File: src/rtl/shift_ser.sv
// shift_ser: parallel-load, bit-strobed serializer with back-to-back reload.
// Ports: clk, rst (sync active-low), D/load_valid/load_ready load handshake,
//        shift_en bit strobe, Q serial out, busy in-flight flag, eos pulse.
module shift_ser #(
    parameter int WIDTH     = 8,
    parameter bit MSB_FIRST = 1'b0,
    parameter bit IDLE_LVL  = 1'b0
) (
    input  logic             clk,
    input  logic             rst,
    input  logic [WIDTH-1:0] D,
    input  logic             load_valid,
    output logic             load_ready,
    input  logic             shift_en,
    output logic             Q,
    output logic             busy,
    output logic             eos
);

    localparam int CW = (WIDTH > 1) ? $clog2(WIDTH) : 1;
    localparam logic [CW-1:0] LAST = CW'(WIDTH - 1);

    typedef enum logic {
        IDLE  = 1'b0,
        SHIFT = 1'b1
    } state_t;

    state_t           state;
    state_t           state_n;
    logic [WIDTH-1:0] shadow;
    logic [WIDTH-1:0] shadow_n;
    logic [CW-1:0]    cnt;
    logic [CW-1:0]    cnt_n;
    logic [CW-1:0]    nxt;
    logic [CW-1:0]    idx;
    logic             q_n;
    logic             busy_n;
    logic             eos_n;
    logic             word_end;
    logic             load;
    logic             first_bit;
    logic             next_bit;

    // Last bit is being consumed on this edge.
    assign word_end = (state == SHIFT) && shift_en && (cnt == LAST);
    assign load     = load_valid && load_ready;

    // Position of the bit that follows the current one in shift order.
    assign nxt       = cnt + CW'(1);
    assign idx       = MSB_FIRST ? (LAST - nxt) : nxt;
    assign next_bit  = shadow[idx];
    assign first_bit = MSB_FIRST ? D[WIDTH-1] : D[0];

    // State register
    always_ff @(posedge clk) begin
        if (!rst) begin
            state  <= IDLE;
            cnt    <= '0;
            shadow <= '0;
            Q      <= IDLE_LVL;
            busy   <= 1'b0;
            eos    <= 1'b0;
        end else begin
            state  <= state_n;
            cnt    <= cnt_n;
            shadow <= shadow_n;
            Q      <= q_n;
            busy   <= busy_n;
            eos    <= eos_n;
        end
    end

    // Next-state logic; a load at word end wins over the return to IDLE.
    always_comb begin
        state_n  = state;
        cnt_n    = cnt;
        shadow_n = shadow;
        q_n      = Q;
        busy_n   = busy;
        eos_n    = word_end;
        if (load) begin
            state_n  = SHIFT;
            cnt_n    = '0;
            shadow_n = D;
            q_n      = first_bit;
            busy_n   = 1'b1;
        end else if (word_end) begin
            state_n = IDLE;
            cnt_n   = '0;
            q_n     = IDLE_LVL;
            busy_n  = 1'b0;
        end else if (state == SHIFT && shift_en) begin
            cnt_n = nxt;
            q_n   = next_bit;
        end
    end

    // Output logic
    always_comb begin
        load_ready = 1'b0;
        if (rst) begin
            load_ready = (state == IDLE) || word_end;
        end
    end

endmodule

File: config.mk
export PLATFORM = sky130hd
export DESIGN_NAME = shift_ser
export DESIGN_NICKNAME = d
export VERILOG_FILES = /design/src/rtl/shift_ser.sv
export SDC_FILE = /design/constraint.sdc
export NUM_CORES = 1
export LEC_CHECK = 0
export ABC_AREA = 1
export CAP_MARGIN = 10
export CORE_MARGIN = 3
export CORE_UTILIZATION = 40
export CTS_CLUSTER_DIAMETER = 120
export DETAILED_ROUTE_END_ITERATION = 8
export GPL_TIMING_DRIVEN = 0
export PLACE_DENSITY = 0.72
export REMOVE_ABC_BUFFERS = 1
export SYNTH_ARGS = -nofsm -noshare
export SYNTH_HDL_FRONTEND = slang
export SYNTH_SLANG_ARGS = --single-unit
export TNS_END_PERCENT = 100
File: constraint.sdc
create_clock -name clk -period 2.18 [get_ports clk]
set_input_delay 0.436 -clock clk [delete_from_list [all_inputs] [get_ports clk]]
set_output_delay 0.436 -clock clk [all_outputs]
set_load 0.1 [all_outputs]
Yosys cells after proc, flatten, opt, wreduce, memory -nomap -nowiden. Cells that the tools add are included.

Register bits after elaboration: 14. Bits of input ports: 12. Word-level logic and storage cells: 25.

$add $sub $neg: 1. Order comparisons: 1. Eq/ne operators: 1. Mux-type cells: 8. Bitwise operators: 2. Reductions and logical operators: 7.

Operators by type and width (count): $mux 1 (7); $lt 3x4->1 const B (1); $add 3x1->3 const B (1); $bmux 1 s3 (1); $eq 3x3->1 const B (1); $logic_and 1x1->1 (3); $reduce_bool 3->1 (1); $reduce_or 3->1 (1); $not 1->1 (2); $reduce_bool 2->1 (1); $logic_or 1x1->1 (1).

Longest topological paths before layout. Gate-level depths: netlist of the first run.

Word-level depth: 6. Depth in mapped cells: 9. Gate-level depth less buffers: 9.

Worst setup path before layout of the first run. No wires, ideal clock.

Path kind: register to output. Start point: reg state. End point: out load_ready. Data arrival time: 2.345 ns. Data required time: 1.744 ns. Slack: -0.601 ns. Stages on the path, launching flop included: 3. Buffers on the path: 0. Path through: dfxtp_1 > nand3_2 > a21oi_2.

Cells in the longest elaborated chain, start to end: 4. Elaborated cells on any way between the ends: 5.

RTL lines: start, declared (line 28) `state_t state;`; start signal, assigned (line 64) `state <= state_n;`; $logic_and 1x1->1 (2 in a row) (line 45) `assign word_end = (state == SHIFT) && shift_en && (cnt == LAST);`; $logic_or 1x1->1 (*) (line 102) `load_ready = (state == IDLE) || word_end;`; $mux 1 (*) (line 101) `if (rst) begin`; end, declared (line 13) `output logic load_ready,`.

Every way passes the cells marked *; elsewhere a longest branch is shown, timed or not.

==> results of run 1 <==
## stage by stage
stage | hold slack [ps] | util
floorplan | 441 | -
global placement | 453 | 0.536
detailed placement | 461 | 0.536
CTS | 472 | 0.563
global route | 490 | 0.576
finish | 470 | 0.576
## layout by cell type (no fill, tap or decap)
cell / instances
dfxtp_2: 1
a31oi_1: 1
clkdlybuf4s15_1: 1
nand3_4: 1
a21oi_2: 1
nand4_2: 1
a21oi_1: 5
inv_2: 1
nand2_1: 27
nand3_2: 1
clkbuf_4: 3
dlymetal6s2s_1: 1
clkdlybuf4s50_1: 10
nor2_1: 2
dfxtp_1: 13
inv_1: 7
nand3_1: 20
ha_1: 2
buf_6: 1
clkbuf_8: 1
buf_4: 2
nand3b_1: 1
a21oi_4: 1
dlygate4sd2_1: 2
nand2_2: 1
## power breakdown
part | switching [mW] | internal, mW
logic | 0.0694 | 0.0430
clock network | 0.0841 | 0.102
registers | 0.00999 | 0.270
## worst paths after layout
kind                                   to  slack (ps)  cells past startpoint
worst max-delay path                 busy          80                      1
worst min-delay path            shadow[1]         470                      2
worst max register to register          Q         630                      9
worst min register to register  shadow[1]         470                      2
## layer usage
layer,vias to the layer above,track usage,part of all wire
met1,278,0.194,0.47
met2,19,0.239,0.46
met4,0,0.0682,0.0080
li1,331,-,-
met5,-,0,0
met3,2,0.0469,0.065
## sequential cells by signal, indices dropped and copies added (netlist names)
register and cells:
Q 1, cnt 3, eos 1, shadow 8, state 1
## cells in the mapped netlist
cell type  number
ha_1            2
dfxtp_1        14
nand3_1        20
inv_2           1
a21oi_2         2
nor2_1          2
nand3b_1        1
buf_2           2
nand2_1        27
nand3_2         1
nand3_4         1
nand4_2         1
a21oi_1         5
a31oi_1         1
inv_1           7
nand2_2         1
## layout make-up
cell class	instances	area share
Multi-Input combinational cell	64	0.392
Sequential cell	14	0.321
Timing Repair Buffer	17	0.189
Clock buffer	4	0.0413
Inverter	8	0.0342
Tap cell	16	0.0228
## cell families (layout without fill, tap and decap cells)
| logic type | after synthesis | in the layout | synth area share |
|---|---|---|---|
| flops | 14 | 14 | 0.427 |
| buf+inv | 10 | 29 | 0.0610 |
| fa+ha+maj | 2 | 2 | 0.0381 |
| simple gates | 54 | 54 | 0.400 |
| compound gates | 8 | 8 | 0.0743 |
## what timing repair did
action | 4_1_cts | 5_1_grt
resized for setup | 11 | 3
endpoints found under the setup margin | 3 | 2
hold buffers | 0 | 0
pin swaps | 0 | 1
setup buffers | 0 | 2
==> impl_metrics.yaml, run 1 <==
placed_design:
  place_area_sq_um: 817
  place.gp.congestion: 0.747
  dp_slack_ps: -1250
  place_inst: 117
  port_buffers: 15
  hpwl_um: 970
timing:
  fin_crit_sh: 0.963
  slew_violations: 0
  fin_setup_tns_ps: 0
  fin_skew_ps: 3.19
  max_freq_mhz: 476
  setup_slack_ps: 79.9
  worstMarginPinSlew_ps: 965
  setup_viol: 0
  maxSlewHeadroom: 0.356
  layout_min_cycle_time_ps: 2100
  hold_viol: 0
critical_path:
  r2r-start: "cnt[0]"
  worstSetupPathType: "reg -> out"
  crit_family: "buffers and inverters"
  cp_num_buf_inv: 1
  max_stage_delay_ps: 900
  critPathSlowestCell: "dlygate4sd2_1"
  cp_cell_sequence: "dlygate4sd2_1"
  path_max_fanout: 6
  crit_start: "state"
  required_ps: 1740
  start_kind: "flop"
  critical_path.endpoint_type: "output pin"
  cp.arrival_ps: 1660
clocking:
  clkSlewWorstSetupHoldPaths_ps: 80
  cts_tree: "yes"
  cts_buffer_depth: 2
  htree_levels: 1
  numCtsBuffers: 3
  clk_latency_ps: 280
  cts_root_buffer: "clkbuf_4"
  cts.sinks: 14
synthesis:
  yosysWarnings: 0
  ys_ff_latch: 14
  avgSynthCellArea_sq_um: 7.46
  netlist_instances: 88
  yosys.area.top_type: "dfxtp_1"
  yosysTopAreaCellShare: 0.427
  synth-seq-area-share: 0.427
  synth_area_sq_um: 657
  synth_area_leaders: "dfxtp_1 43%, nand2_1 15%, nand3_1 15%, inv_1 4.0%, a21oi_1 3.8%"
  yosysUniqueCellTypes: 16
route:
  drt_wl_total_mm: 1.37
  drc: 0
  vias_per_cell: 5.12
  drt_iter0_markers: 8
  vias: 630
  drt_pass1_iterations: 4
  ant_nets: 0
  wl_per_cell_um: 11.2
floorplanning:
  core_region_area_sq_mm: 0.00152
  num_io_pins: 16
  rows: 14
  die_y_um: 46.5
  start_util: 0.431
  die_area_sq_mm: 0.00216
  die_w_um: 46.5
grt:
  grt_antenna_before_repair: 0
  grt_max_degree: 13
  grt.overflow.total: 0
  grt_pass1_wl_mm: 2.36
  track_usage: 0.154
  grt_pass1_vias: 578
layout:
  final_area_sq_um: 878
  nets: 122
  area.sequential_sq_um: 282
  drive_gt1_frac: 0.140
  nFillCells: 155
  antenna_cells: 0
  multi_input_area_sq_um: 344
  syn_to_final_growth_pct: 33.7
  final_cells: 123
worst_hold_path:
  hp-start: "shadow[1]"
  hold_path.class: "reg -> reg"
power_and_ir_drop:
  total_power_mw: 0.578
  power_density_mw_per_mm2: 658
  p_leak_nw: 0.416
  ir_drop_uv: 337
flow_run:
  maxCapViolations: 0
outcome:
  run_status: "completed"
No activity file was read; power rests on OpenSTA's default activity.
==> run 2: changes to the inputs <==
Settings changed: CORE_UTILIZATION 40 to 50, PLACE_DENSITY 0.72 to 0.86.
==> run 2 against run 1 <==
Compared with the run above: combinational power is 8% higher; clock-buffer cell count is 1 lower; critical endpoint is now load_ready; register-to-register slack worse by 70 ps; largest power group unchanged; cell count stayed put; wire length is 8.8% higher.
==> impl_metrics.yaml, run 2 (synthesized netlist as in run 1, its figures left out) <==
timing:
  hold_viol: 0
  slew_violations: 0
  worstMarginPinSlew_ps: 960
  fin_crit_sh: 0.978
  fin_skew_ps: 0.592
  setup_slack_ps: 47.2
  layout_min_cycle_time_ps: 2130
  max_freq_mhz: 469
  maxSlewHeadroom: 0.359
  setup_viol: 0
floorplanning:
  core_region_area_sq_mm: 0.00117
  num_io_pins: 16
  die_y_um: 42.2
  start_util: 0.561
  die_w_um: 42.2
  rows: 12
  die_area_sq_mm: 0.00178
grt:
  grt_pass1_vias: 550
  grt.overflow.total: 0
  track_usage: 0.167
  grt_max_degree: 13
  grt_pass1_wl_mm: 2.32
  grt_antenna_before_repair: 0
power_and_ir_drop:
  ir_drop_uv: 455
  p_leak_nw: 0.426
  power_density_mw_per_mm2: 617
placed_design:
  hpwl_mm: 1.01
  place_area_sq_um: 815
  place.gp.congestion: 0.778
  port_buffers: 15
  dp_slack_ps: -1280
critical_path:
  critical_path.endpoint_type: "output pin"
  max_stage_delay_ps: 510
  cp.arrival_ps: 1700
  worstSetupPathType: "in -> out"
  start_kind: "input pin"
  required_ps: 1740
  path_max_fanout: 12
  cp_cell_sequence: "dlygate4sd2_1, inv_1, a21oi_4, buf_8"
  critPathSlowestCell: "dlygate4sd2_1"
route:
  wl_per_cell_um: 12.2
  drt_pass1_iterations: 4
  drt_iter0_markers: 21
  drt_wl_total_mm: 1.50
  vias_per_cell: 5.42
  ant_nets: 0
  vias: 667
  drc: 0
layout:
  syn_to_final_growth_pct: 35.0
  layout_commonest_cell: "nand2_1"
  largest_reg_flops: 8
  nets: 125
  antenna_cells: 0
  top_regs: "shadow: 8 flops, cnt: 3 flops"
  final_cell_mix: "27 x nand2_1, 20 x nand3_1, 13 x dfxtp_1"
  final_area_sq_um: 887
  largest-register: "shadow"
  drive_gt1_frac: 0.156
flow_run:
  maxCapViolations: 0
clocking:
  cts_buffer_depth: 2
  hold_buffers: 0
  cts_root_buffer: "clkbuf_4"
  clkSlewWorstSetupHoldPaths_ps: 80
  numCtsBuffers: 3
  cts.sinks: 14
  clk_latency_ps: 280
  cts_tree: "yes"
  htree_levels: 1
outcome:
  run_status: "completed"
worst_hold_path:
  hold_path.class: "reg -> reg"
run 2: cell types whose count changed in the layout (fill, tap and decap cells not counted):
cell,before,now
clkbuf_8,1,0
buf_4,2,5
clkdlybuf4s15_1,1,0
buf_6,1,0
buf_8,0,1
dlygate4sd2_1,2,3
run 2: layout make-up:
cell class,count,area (sq um)
Fill cell,97,284
Sequential cell,14,282
Clock buffer,3,22.5
Multi-Input combinational cell,64,344
Tap cell,14,17.5
Inverter,8,30.0
Timing Repair Buffer,20,191
run 2: power breakdown:
part / total [mW] / switching [mW] / internal (mW)
Clock: 0.146 / 0.0821 / 0.0642
Sequential: 0.280 / 0.0101 / 0.270
Combinational: 0.121 / 0.0721 / 0.0488
Total: 0.547 / 0.164 / 0.383
run 2: per-stage QoR:
stage	TNS, ps	cells	hold slack (ps)	utilization	power [mW]
floorplan	-3940	86	441	-	0.350
global placement	-1220	115	455	0.696	0.391
detailed placement	-1280	115	458	0.696	0.394
CTS	-87.0	118	469	0.719	0.533
global route	-8.53	123	495	0.757	0.576
finish	0	123	466	0.757	0.547
run 2: timing repair:
item / in CTS / in global routing
setup endpoints to repair: 3 / 2
setup buffers: 0 / 5
resized for setup: 11 / 3
pin swaps: 0 / 1
run 2: worst max-delay path: cells and delay by family:
kind | cells | cell delay [ps]
buffers and inverters | 3 | 1000
AOI/OAI and AO/OA | 1 | 250
run 2: worst paths after layout:
kind                      to  cells past startpoint  slack (ps)  startpoint
hold reg to reg    shadow[1]                      2         470   shadow[1]
setup / recovery  load_ready                      4          50         rst
hold / removal     shadow[1]                      2         470   shadow[1]
setup reg to reg           Q                      9         560      cnt[0]
run 2: metal layers:
layer  wire length, um  share of wire  track usage  up-vias
met5                 0              0            0        -
li1                  -              -            -      334
met2               700           0.47        0.264       17
met3                84          0.056       0.0558        5
met1               681           0.46        0.203      311
met4                29          0.019       0.0745        0
